**src/rtl/rx_bit_assembler_if.sv**
```systemverilog
// rx_bit_assembler_if: NRZI-decoder-side inputs and byte/pulse outputs of the RX bit assembler
interface rx_bit_assembler_if;
  logic       rcving;
  logic       d_orig;
  logic       d_edge;
  logic [7:0] rx_byte;
  logic       byte_valid;
  logic       stuff_err;
  logic       bit_strobe;
  logic       sync_found;
  modport master (
    output rcving, d_orig, d_edge,
    input  rx_byte, byte_valid, stuff_err, bit_strobe, sync_found
  );
  modport slave (
    input  rcving, d_orig, d_edge,
    output rx_byte, byte_valid, stuff_err, bit_strobe, sync_found
  );
endinterface

```
**src/rtl/rx_bit_assembler.sv**
```systemverilog
// rx_bit_assembler: USB1.1 RX bit timing, unstuffing and LSB-first byte assembly; RX_SYNC_DETECT_EN adds SYNC hunt
module rx_bit_assembler #(
  parameter int OVS       = 8,
  parameter int SAMPLE_PT = 4,
  parameter int MAX_ONES  = 6
) (
  input logic clk,
  input logic rst,
  rx_bit_assembler_if.slave bus
);
  localparam int TW = $clog2(OVS);
  localparam int OW = $clog2(MAX_ONES + 1);
  localparam logic [TW-1:0] T_LAST = TW'(OVS - 1);
  localparam logic [TW-1:0] T_SMP  = TW'(SAMPLE_PT);
  localparam logic [OW-1:0] O_MAX  = OW'(MAX_ONES);
  logic [TW-1:0] timer;
  logic [OW-1:0] ones;
  logic [2:0]    bitcnt;
  logic [7:0]    shreg, rx_byte, sh_nxt;
  logic          byte_valid, stuff_err, sync_found;
  logic          strobe, stuffed, acc, serr, full, in_data, hunt_hit;
  always_comb begin
    strobe  = bus.rcving && !rst && timer == T_SMP && !bus.d_edge;
    stuffed = ones == O_MAX;
    acc     = strobe && !stuffed;
    serr    = strobe && stuffed && bus.d_orig;
    sh_nxt  = {bus.d_orig, shreg[7:1]};
    full    = acc && in_data && bitcnt == 3'd7;
  end
`ifdef RX_SYNC_DETECT_EN
  typedef enum logic {HUNT, DATA} state_t;
  state_t state, state_nxt;
  always_ff @(posedge clk) state <= rst ? HUNT : state_nxt;
  // bitcnt saturates at 7 while hunting, so a match needs at least 8 bits in the window
  always_comb begin
    state_nxt = state;
    in_data   = state == DATA;
    hunt_hit  = state == HUNT && acc && bitcnt == 3'd7 && sh_nxt == 8'h80;
    state_nxt = !bus.rcving ? HUNT : hunt_hit ? DATA : state;
  end
`else
  assign in_data  = 1'b1;
  assign hunt_hit = 1'b0;
`endif
  always_ff @(posedge clk) begin
    if (rst) begin
      timer      <= '0;
      ones       <= '0;
      bitcnt     <= '0;
      shreg      <= '0;
      rx_byte    <= '0;
      byte_valid <= 1'b0;
      stuff_err  <= 1'b0;
      sync_found <= 1'b0;
    end else if (!bus.rcving) begin
      timer      <= '0;
      ones       <= '0;
      bitcnt     <= '0;
      byte_valid <= 1'b0;
      stuff_err  <= 1'b0;
      sync_found <= 1'b0;
    end else begin
      timer      <= (bus.d_edge || timer == T_LAST) ? '0 : timer + 1'b1;
      byte_valid <= full;
      stuff_err  <= serr;
      sync_found <= hunt_hit;
      if (strobe) ones <= (stuffed || !bus.d_orig) ? '0 : ones + 1'b1;
      if (acc) shreg <= sh_nxt;
      if (full) rx_byte <= sh_nxt;
      if (serr || hunt_hit) bitcnt <= '0;
      else if (acc) bitcnt <= (!in_data && bitcnt == 3'd7) ? bitcnt : bitcnt + 1'b1;
    end
  end
  assign bus.rx_byte    = rx_byte;
  assign bus.byte_valid = byte_valid;
  assign bus.stuff_err  = stuff_err;
  assign bus.bit_strobe = strobe;
  assign bus.sync_found = sync_found;
endmodule

```
**src/flat_wrapper.sv**
```systemverilog
// flat-port wrapper written by rule: the top's interface ports become plain ports
module rx_bit_assembler_flat 
#(
  parameter int OVS       = 8,
  parameter int SAMPLE_PT = 4,
  parameter int MAX_ONES  = 6
)
  (clk, rst, bus_rcving, bus_d_orig, bus_d_edge, bus_rx_byte, bus_byte_valid, bus_stuff_err, bus_bit_strobe, bus_sync_found);
  rx_bit_assembler_if bus_i ();
  input logic clk;
  input logic rst;
  input wire logic [$bits(bus_i.rcving)-1:0] bus_rcving;
  input wire logic [$bits(bus_i.d_orig)-1:0] bus_d_orig;
  input wire logic [$bits(bus_i.d_edge)-1:0] bus_d_edge;
  output wire logic [$bits(bus_i.rx_byte)-1:0] bus_rx_byte;
  output wire logic [$bits(bus_i.byte_valid)-1:0] bus_byte_valid;
  output wire logic [$bits(bus_i.stuff_err)-1:0] bus_stuff_err;
  output wire logic [$bits(bus_i.bit_strobe)-1:0] bus_bit_strobe;
  output wire logic [$bits(bus_i.sync_found)-1:0] bus_sync_found;
  assign bus_i.rcving = bus_rcving;
  assign bus_i.d_orig = bus_d_orig;
  assign bus_i.d_edge = bus_d_edge;
  assign bus_rx_byte = bus_i.rx_byte;
  assign bus_byte_valid = bus_i.byte_valid;
  assign bus_stuff_err = bus_i.stuff_err;
  assign bus_bit_strobe = bus_i.bit_strobe;
  assign bus_sync_found = bus_i.sync_found;
  rx_bit_assembler #(.OVS(OVS), .SAMPLE_PT(SAMPLE_PT), .MAX_ONES(MAX_ONES)) u_core (.clk(clk), .rst(rst), .bus(bus_i));
endmodule
```
**config.mk**
```make
export PLATFORM = sky130hd
export DESIGN_NAME = rx_bit_assembler_flat
export DESIGN_NICKNAME = d
export VERILOG_FILES = /design/src/rtl/rx_bit_assembler_if.sv /design/src/rtl/rx_bit_assembler.sv /design/src/flat_wrapper.sv
export SDC_FILE = /design/constraint.sdc
export NUM_CORES = 1
export LEC_CHECK = 0
export ABC_AREA = 1
export BUFFER_PORTS_ARGS = -buffer_cell sky130_fd_sc_hd__buf_2
export CAP_MARGIN = 20
export CORE_MARGIN = 8
export CORE_UTILIZATION = 30
export CTS_CLUSTER_DIAMETER = 30
export DETAILED_ROUTE_END_ITERATION = 12
export PLACE_DENSITY = 0.43
export SYNTH_ARGS = -nofsm -noshare
export SYNTH_HDL_FRONTEND = slang
export SYNTH_SLANG_ARGS = --single-unit
```
**constraint.sdc**
```tcl
create_clock -name clk -period 3 [get_ports clk]
set_input_delay 0.45 -clock clk [delete_from_list [all_inputs] [get_ports clk]]
set_output_delay 0.45 -clock clk [all_outputs]
set_load 0.005 [all_outputs]
```
==> flow_metrics.py, run 1 <==
metrics = {
    "outcome": {
        "status": "complete, no violations",
    },
    "route": {
        "vias_per_cell": 4.36,
        "vias": 912,
        "drt-total-wl_um": 2210,
        "ant_nets": 0,
        "wl_per_cell_um": 10.6,
        "drc": 0,
        "dr.pass1.iters": 4,
        "drt_iter0_drc": 33,
    },
    "sta": {
        "fin_tns_setup_ns": 0,
        "rsz0062_at_grt": "false",
        "finalMaxSlewViolations": 0,
        "fin_crit_sh_pct": 62.7,
        "finalSetupViolCount": 0,
        "finalWorstSetupSlack_ns": 1.12,
        "fmax_mhz": 532,
        "fin_crit_ns": 1.88,
        "hold_viol": 0,
        "skew_ns": 0.00258,
    },
    "critical_path": {
        "critPathKind": "flip-flop to output pin",
        "cp_data_required_time_ns": 2.55,
        "start_kind": "flip-flop",
        "slowest_delay_ns": 0.34,
        "cpLargestDelayFamily": "simple AND/OR/NAND/NOR gates",
        "r2r_cells": 7,
        "critPathArrivalTime_ns": 1.43,
        "critPathBufInv": 2,
        "cp.depth": 5,
        "cp_slowest_cell": "dfxtp_1",
        "crit_chain": "inv_1 > ha_1 > nand2_1 > nor2_8 > buf_2",
        "cp-end-kind": "output pin",
        "cp_max_fo": 25,
    },
    "cells_and_area": {
        "drive_above_1_share_pct": 16.8,
        "num-fill-cells": 414,
        "layout_commonest_cell": "nand2_1",
        "area_growth_pct": 12.2,
        "final-seq-area_um2": 520,
        "fin_nets": 174,
        "antennaDiodeCount": 0,
        "layout_common_cells": "nand2_1 (33), dfxtp_1 (26), inv_1 (21), nand3_1 (16), buf_2 (15)",
        "multi_input_area_um2": 515,
    },
    "global_routing": {
        "track_usage_pct": 7.78,
        "grt_max_degree": 26,
        "grt.overflow.total": 0,
        "grt_first_pass_wirelength_um": 3930,
        "antenna_found_initial": 0,
        "grt_pass1_vias": 867,
    },
    "die": {
        "fp.coreArea_um2": 3720,
        "initial_core_util_pct": 31.6,
        "die_h_um": 78.6,
        "rows": 22,
        "die_x_um": 78.6,
        "ios": 17,
        "die_area_um2": 6180,
    },
    "placement": {
        "post-place-ws_ns": 1.25,
        "place_congestion": 0.755,
        "io_buffer_count": 15,
        "place_hpwl_um": 1630,
    },
    "clocking": {
        "clk_latency_ns": 0.26,
        "cts_tree": "yes",
        "root_buffer": "clkbuf_8",
        "cts_buffers": 3,
        "max-clock-path-buffers": 2,
        "clk_pin_slew_ns": 0.09,
        "cts_resized": 0,
        "cts_setup_buffers": 0,
        "h-tree-depth": 1,
        "clkSinkCount": 26,
        "postCtsHoldBufs": 0,
    },
    "job": {
        "maxCapViolCount": 0,
    },
    "yosys": {
        "syn_area_per_cell_um2": 8.00,
        "seq_area_frac_synth_pct": 44.3,
        "ys_seq_elements": 26,
        "synth_cells": 147,
        "yosysWarnings": 0,
        "ys_types": 20,
        "syn_area_um2": 1180,
        "synth_nets": 159,
    },
    "power_and_ir_drop": {
        "intPower_uw": 468,
        "p_sw_uw": 119,
        "irDropWorstVdd_mv": 0.251,
        "power_density_nw_per_um2": 444,
        "leakage_nw": 0.598,
        "p_sw_share_pct": 20.2,
        "pwr-share-comb_pct": 3.3,
        "total_power_uw": 587,
        "p_clk_share_pct": 37.7,
        "p_seq_share_pct": 59.0,
    },
    "worst_hold_path": {
        "min_path_cells": 1,
        "hold_class": "flip-flop to flip-flop",
    },
}
[worst reg2reg max path: stages (launching register included)]
cell and delay (ns):
dfxtp_1 0.34, inv_1 0.06, ha_1 0.14, nand2_1 0.12
nor2_8 0.33, nand2_2 0.22, nand2_1 0.11, a21oi_1 0.06
[kinds of logic (layout without fill, tap and decap cells)]
| logic type | count (synthesis) | count (layout) | synth area share [%] |
|---|---|---|---|
| simple gates | 70 | 70 | 29.4 |
| buf+inv | 28 | 42 | 11.9 |
| flops | 26 | 26 | 44.3 |
| compound gates | 15 | 15 | 6.70 |
| fa+ha+maj | 7 | 7 | 7.45 |
| other cells | 1 | 1 | 0.319 |
[layout make-up]
class	count	area share, %
clock buffer	4	4.17
multi-input combinational	93	39.1
tap	48	4.55
inverter	23	7.11
sequential	26	39.4
timing repair buffer	15	5.69
[per-layer routing]
| metal | global-route usage [%] | routed length [um] | vias up |
|---|---|---|---|
| li1 | - | - | 493 |
| met1 | 9.27 | 1050 | 397 |
| met2 | 11.8 | 930 | 20 |
| met3 | 3.87 | 199 | 2 |
| met4 | 2.78 | 26 | 0 |
| met5 | 0 | 0 | - |
[Yosys cell counts]
cell | n | share of area [%]
inv_2 | 1 | 0.32
nand2_1 | 33 | 11
a21oi_2 | 1 | 0.74
a21oi_1 | 11 | 4.7
inv_1 | 21 | 6.7
conb_1 | 1 | 0.32
nand3_1 | 16 | 6.8
inv_8 | 1 | 0.96
buf_4 | 1 | 0.64
dfxtp_1 | 26 | 44
nor2_1 | 11 | 3.5
buf_6 | 3 | 2.9
nand3_4 | 2 | 3.0
nand2_2 | 2 | 1.1
nand3b_1 | 1 | 0.64
buf_2 | 1 | 0.43
nand4_1 | 4 | 2.1
ha_1 | 7 | 7.4
nor2_8 | 1 | 1.7
o21ai_0 | 3 | 1.3
[state kept, by name, summed over array words and instances, names as in the netlist]
signal	cells
u_core.bitcnt	3
u_core.shreg	7
u_core.bus.byte_valid	1
u_core.ones	3
u_core.bus.stuff_err	1
u_core.timer	3
u_core.bus.rx_byte	8
[power by group through the flow]
stage / logic (mW) / registers, mW / clock network (mW)
after floorplan: 0.0149 / 0.354 / 0
after global placement: 0.0194 / 0.354 / 0
after detailed placement: 0.0198 / 0.354 / 0
after CTS: 0.0198 / 0.346 / 0.232
after global routing: 0.0219 / 0.346 / 0.251
final: 0.0195 / 0.346 / 0.221
[metrics by stage]
step / hold WS (ns) / area (um2) / instances / util (%)
floorplan: 0.417 / 1180 / 147 / -
global placement: 0.432 / 1260 / 205 / 34.0
detailed placement: 0.438 / 1260 / 205 / 34.0
CTS: 0.453 / 1320 / 209 / 35.5
global route: 0.448 / 1320 / 209 / 35.5
finish: 0.457 / 1320 / 209 / 35.5
[worst paths after layout]
kind                                   start                            to  slack (ns)
setup / recovery  u_core.timer[0]$_SDFF_PP0_                bus_bit_strobe        1.12
hold / removal    u_core.timer[0]$_SDFF_PP0_    u_core.timer[0]$_SDFF_PP0_        0.46
setup reg to reg  u_core.timer[0]$_SDFF_PP0_  u_core.shreg[4]$_SDFFE_PP0P_        1.52
hold reg to reg   u_core.timer[0]$_SDFF_PP0_    u_core.timer[0]$_SDFF_PP0_        0.46
(Power assumes the default switching activity.)
==> run 2, diff against run 1 <==
- PLACE_DENSITY: 0.43 -> 0.45
- clock period: 3 -> 1.5 ns (I/O delays scaled with it)
==> flow_metrics.py, run 2 (synthesis results as in run 1) <==
metrics = {
    "outcome": {
        "status": "complete, no violations",
    },
    "sta": {
        "skew_ns": 0.00631,
        "fin_crit_ns": 1.35,
        "finalWorstSetupSlack_ns": 0.146,
        "hold_viol": 0,
        "finalSetupViolCount": 0,
        "fin_crit_sh_pct": 90.3,
        "rsz0062_at_grt": "false",
        "finalMaxSlewViolations": 0,
        "fin_tns_setup_ns": 0,
        "timing.hold.ws_ns": 0.240,
        "fmax_mhz": 739,
    },
    "critical_path": {
        "crit_chain": "inv_1 > ha_1 > nand2_2 > nor2_8 > buf_2",
        "cp_data_required_time_ns": 1.27,
        "critPathKind": "flip-flop to output pin",
        "cpLargestDelayFamily": "flip-flops",
        "critPathBufInv": 2,
        "cp_max_fo": 3,
        "start_kind": "flip-flop",
        "cp-end-kind": "output pin",
        "r2r_cells": 8,
        "slowest_delay_ns": 0.35,
        "cp_slowest_cell": "dfxtp_2",
        "cp.depth": 5,
        "critPathArrivalTime_ns": 1.13,
    },
    "power_and_ir_drop": {
        "pwr-share-comb_pct": 3.3,
        "p_clk_share_pct": 37.9,
        "p_seq_share_pct": 58.8,
        "leakage_nw": 0.631,
        "power_density_nw_per_um2": 864,
        "total_power_mw": 1.18,
        "p_sw_uw": 241,
        "intPower_uw": 937,
        "p_sw_share_pct": 20.4,
        "irDropWorstVdd_mv": 0.241,
    },
    "clocking": {
        "h-tree-depth": 1,
        "root_buffer": "clkbuf_8",
        "clk_latency_ns": 0.27,
        "cts_buffers": 3,
        "clk_pin_slew_ns": 0.09,
        "postCtsHoldBufs": 0,
        "cts_tree": "yes",
        "max-clock-path-buffers": 2,
        "clkSinkCount": 26,
    },
    "global_routing": {
        "track_usage_pct": 7.71,
        "antenna_found_initial": 0,
        "grt_pass1_vias": 895,
        "grt_max_degree": 15,
        "grt.overflow.total": 0,
        "grt_first_pass_wirelength_um": 3830,
    },
    "die": {
        "rows": 22,
        "die_area_um2": 6180,
        "initial_core_util_pct": 31.6,
        "die_x_um": 78.6,
        "die_h_um": 78.6,
        "ios": 17,
        "fp.coreArea_um2": 3720,
    },
    "route": {
        "ant_nets": 0,
        "wl_met1_um": 1050,
        "wl_per_cell_um": 10.6,
        "vias": 937,
        "drc": 0,
        "vias_per_cell": 4.42,
        "wl_met2_um": 1020,
        "drt-total-wl_um": 2240,
        "routed.top_layer": "met4",
        "wl_met3_um": 133,
        "drt_iter0_drc": 32,
        "dr.pass1.iters": 4,
    },
    "cells_and_area": {
        "top_register": "u_core.bus.rx_byte",
        "area_growth_pct": 16.0,
        "layout_common_cells": "nand2_1 (32), dfxtp_1 (25), inv_1 (21), nand3_1 (16), buf_2 (15)",
        "drive_above_1_share_pct": 19.5,
        "layout_commonest_cell": "nand2_1",
        "fin_nets": 177,
        "top_regs": "u_core.bus.rx_byte x8, u_core.shreg x7",
        "largest_reg_flops": 8,
        "antennaDiodeCount": 0,
    },
    "placement": {
        "post-place-ws_ns": 0.131,
        "place_hpwl_um": 1730,
        "io_buffer_count": 15,
        "place_congestion": 0.789,
    },
    "worst_hold_path": {
        "min_path_cells": 3,
        "hold_class": "primary input to flip-flop",
    },
    "job": {
        "maxCapViolCount": 0,
    },
}
-- run 2: cell count changes in the layout (fill, tap and decap cells not counted) --
cell	previous run	this run
dfxtp_2	0	1
nand2_1	33	32
dfxtp_1	26	25
buf_12	0	1
nand2_4	0	1
buf_4	0	2
-- run 2: power by group through the flow --
stage | combinational [mW] | clock, mW | sequential (mW)
after floorplan | 0.0298 | 0 | 0.708
after global placement | 0.0395 | 0 | 0.708
after detailed placement | 0.0397 | 0 | 0.708
after CTS | 0.0407 | 0.471 | 0.692
after global routing | 0.0451 | 0.497 | 0.693
final | 0.0393 | 0.446 | 0.692
-- run 2: repair_timing --
item,4_1_cts,5_1_grt
pin swaps,1,0
endpoints found under the setup margin,1,2
endpoints found under the hold margin,0,0
buffers inserted,1,0
gates resized for setup,2,1
-- run 2: final timing paths --
path / slack (ns) / startpoint / to
worst max-delay path: 0.15 / u_core.timer[0]$_SDFF_PP0_ / bus_bit_strobe
worst min-delay path: 0.24 / bus_d_orig / u_core.bus.rx_byte[7]$_SDFFE_PP0P_
worst max register to register: 0.21 / u_core.timer[0]$_SDFF_PP0_ / u_core.shreg[5]$_SDFFE_PP0P_
worst min register to register: 0.42 / u_core.timer[0]$_SDFF_PP0_ / u_core.timer[0]$_SDFF_PP0_
-- run 2: cell type report --
type / instances / area [um2]
multi-input cells: 93 / 523
flip-flops and latches: 26 / 522
repair buffers: 18 / 110
inverters: 23 / 93.8
fillers: 413 / 2350
clock buffers: 4 / 55.1
well taps: 48 / 60.1
-- run 2: stage by stage --
| step | area [um2] | utilization [%] | instances |
|---|---|---|---|
| CTS | 1360 | 36.6 | 212 |
| global route | 1360 | 36.7 | 212 |
| detailed placement | 1300 | 35.0 | 208 |
| finish | 1360 | 36.7 | 212 |
| global placement | 1300 | 35.0 | 208 |
| floorplan | 1180 | - | 147 |
-- run 2: tightest hold or removal path, stage by stage --
cell	delay, ns
buf_2	0.14
nand2_1	0.06
nand2_1	0.06
-- run 2: per-layer routing --
metal	GRT usage (%)	vias to the layer above
li1	-	496
met4	3.89	0
met2	13.3	22
met3	2.28	4
met1	8.42	415
met5	0	-
==> run 3, diff against run 2 <==
- BUFFER_PORTS_ARGS: -buffer_cell sky130_fd_sc_hd__buf_2 -> -buffer_cell sky130_fd_sc_hd__buf_4
- CTS_BUF_LIST: unset -> sky130_fd_sc_hd__clkbuf_4
- SLEW_MARGIN: unset -> 10
==> flow_metrics.py, run 3 (synthesis results as in run 1) <==
metrics = {
    "cells_and_area": {
        "antennaDiodeCount": 0,
        "drive_above_1_share_pct": 20.6,
        "fin_nets": 178,
        "final_util_pct": 37.8,
        "layout_common_cells": "nand2_1 (32), dfxtp_1 (25), inv_1 (21), buf_4 (18), nand3_1 (16)",
        "layout_commonest_cell": "nand2_1",
        "top_regs": "u_core.bus.rx_byte x8, u_core.shreg x7",
        "largest_reg_flops": 8,
        "area_growth_pct": 19.5,
        "top_register": "u_core.bus.rx_byte",
        "num-fill-cells": 395,
        "layoutNonFillerInstCount": 213,
    },
    "global_routing": {
        "grt_pass1_vias": 839,
        "track_usage_pct": 7.71,
        "grt_first_pass_wirelength_um": 3820,
        "grt.overflow.total": 0,
        "grt_max_degree": 16,
        "antenna_found_initial": 0,
    },
    "clocking": {
        "root_buffer": "clkbuf_4",
        "clk_latency_ns": 0.32,
        "postCtsHoldBufs": 0,
        "clkSinkCount": 26,
        "clk_pin_slew_ns": 0.14,
        "cts_tree": "yes",
        "cts_buffers": 3,
        "h-tree-depth": 1,
        "max-clock-path-buffers": 2,
    },
    "critical_path": {
        "critPathKind": "flip-flop to output pin",
        "critPathArrivalTime_ns": 1.19,
        "cpLargestDelayFamily": "flip-flops",
        "crit_chain": "inv_1 > ha_2 > nand2_4 > nor2_8 > buf_4",
        "cp_max_fo": 3,
        "critPathBufInv": 2,
        "start_kind": "flip-flop",
        "cp-end-kind": "output pin",
        "slowest_delay_ns": 0.36,
        "cp_slowest_cell": "dfxtp_2",
        "ff2ff_setup_slack_ns": 0.15,
        "cp_data_required_time_ns": 1.27,
    },
    "die": {
        "rows": 22,
        "die_x_um": 78.6,
        "ios": 17,
        "fp.coreArea_um2": 3720,
        "die_h_um": 78.6,
        "initial_core_util_pct": 31.6,
        "die_area_um2": 6180,
    },
    "sta": {
        "hold_viol": 0,
        "fin_tns_setup_ns": 0,
        "finalWorstSetupSlack_ns": 0.0860,
        "fin_crit_ns": 1.41,
        "finalSetupViolCount": 0,
        "fmax_mhz": 707,
        "fin_crit_sh_pct": 94.3,
        "skew_ns": 0.00163,
        "rsz0062_at_grt": "false",
        "finalMaxSlewViolations": 0,
    },
    "route": {
        "ant_nets": 0,
        "drt_iter0_drc": 31,
        "wl_per_cell_um": 10.4,
        "dr.pass1.iters": 4,
        "drc": 0,
        "vias_per_cell": 4.39,
        "drt-total-wl_um": 2220,
        "vias": 936,
    },
    "placement": {
        "io_buffer_count": 15,
        "place_congestion": 0.745,
        "dp.cells": 207,
        "place_hpwl_um": 1670,
        "post-place-ws_ns": 0.0823,
    },
    "power_and_ir_drop": {
        "leakage_nw": 0.637,
        "total_power_mw": 1.22,
        "power_density_nw_per_um2": 871,
        "irDropWorstVdd_mv": 0.390,
    },
    "worst_hold_path": {
        "hold_class": "primary input to flip-flop",
    },
    "job": {
        "maxCapViolCount": 0,
    },
    "outcome": {
        "status": "complete, no violations",
    },
}
==> run 3: report_power, final <==
part | switching [mW] | internal, mW
logic | 0.0292 | 0.0161
registers | 0.00106 | 0.692
clock network | 0.215 | 0.270
==> run 3: area by class of cell <==
| type | instances | area (um2) | share of cell area, % |
|---|---|---|---|
| Multi-Input combinational cell | 93 | 531 | 37.8 |
| Sequential cell | 26 | 522 | 37.1 |
| Timing Repair Buffer | 19 | 146 | 10.4 |
| Inverter | 23 | 93.8 | 6.68 |
| Tap cell | 48 | 60.1 | 4.27 |
| Clock inverter | 1 | 30.0 | 2.14 |
| Clock buffer | 3 | 22.5 | 1.60 |
==> run 3: timing repair <==
item,in CTS,in global routing
cloned,0,0
endpoints found under the setup margin,1,17
endpoints found under the hold margin,0,0
gates resized for setup,1,5
pin swaps,1,1
setup buffers,2,0
==> run 3: stage by stage <==
step           cell area (um2)  hold WS, ns
2_1_floorplan             1180        0.335
3_3_place_gp              1320        0.431
3_5_place_dp              1320        0.446
4_1_cts                   1390        0.122
5_1_grt                   1410        0.105
6_report                  1410        0.137
==> run 3: metal layers <==
metal | GRT usage (%) | wire length [um] | share of wire (%) | vias up
li1 | - | - | - | 500
met2 | 12.1 | 1040 | 47 | 19
met5 | 0 | 0 | 0 | -
met1 | 8.61 | 962 | 43 | 413
met4 | 3.33 | 36 | 1.6 | 0
met3 | 3.87 | 188 | 8.5 | 4
==> run 3: worst min-delay path, cell delays in order <==
cell     delay, ns
buf_4         0.12
nand2_1       0.05
nand2_1       0.05
==> run 3: worst paths after layout <==
kind                                            startpoint                                  to  cells after the start
worst max register to register  u_core.timer[0]$_SDFF_PP0_        u_core.shreg[4]$_SDFFE_PP0P_                      8
worst min register to register  u_core.timer[0]$_SDFF_PP0_          u_core.timer[0]$_SDFF_PP0_                      1
worst max-delay path            u_core.timer[0]$_SDFF_PP0_                      bus_bit_strobe                      5
worst min-delay path                            bus_d_orig  u_core.bus.rx_byte[7]$_SDFFE_PP0P_                      3
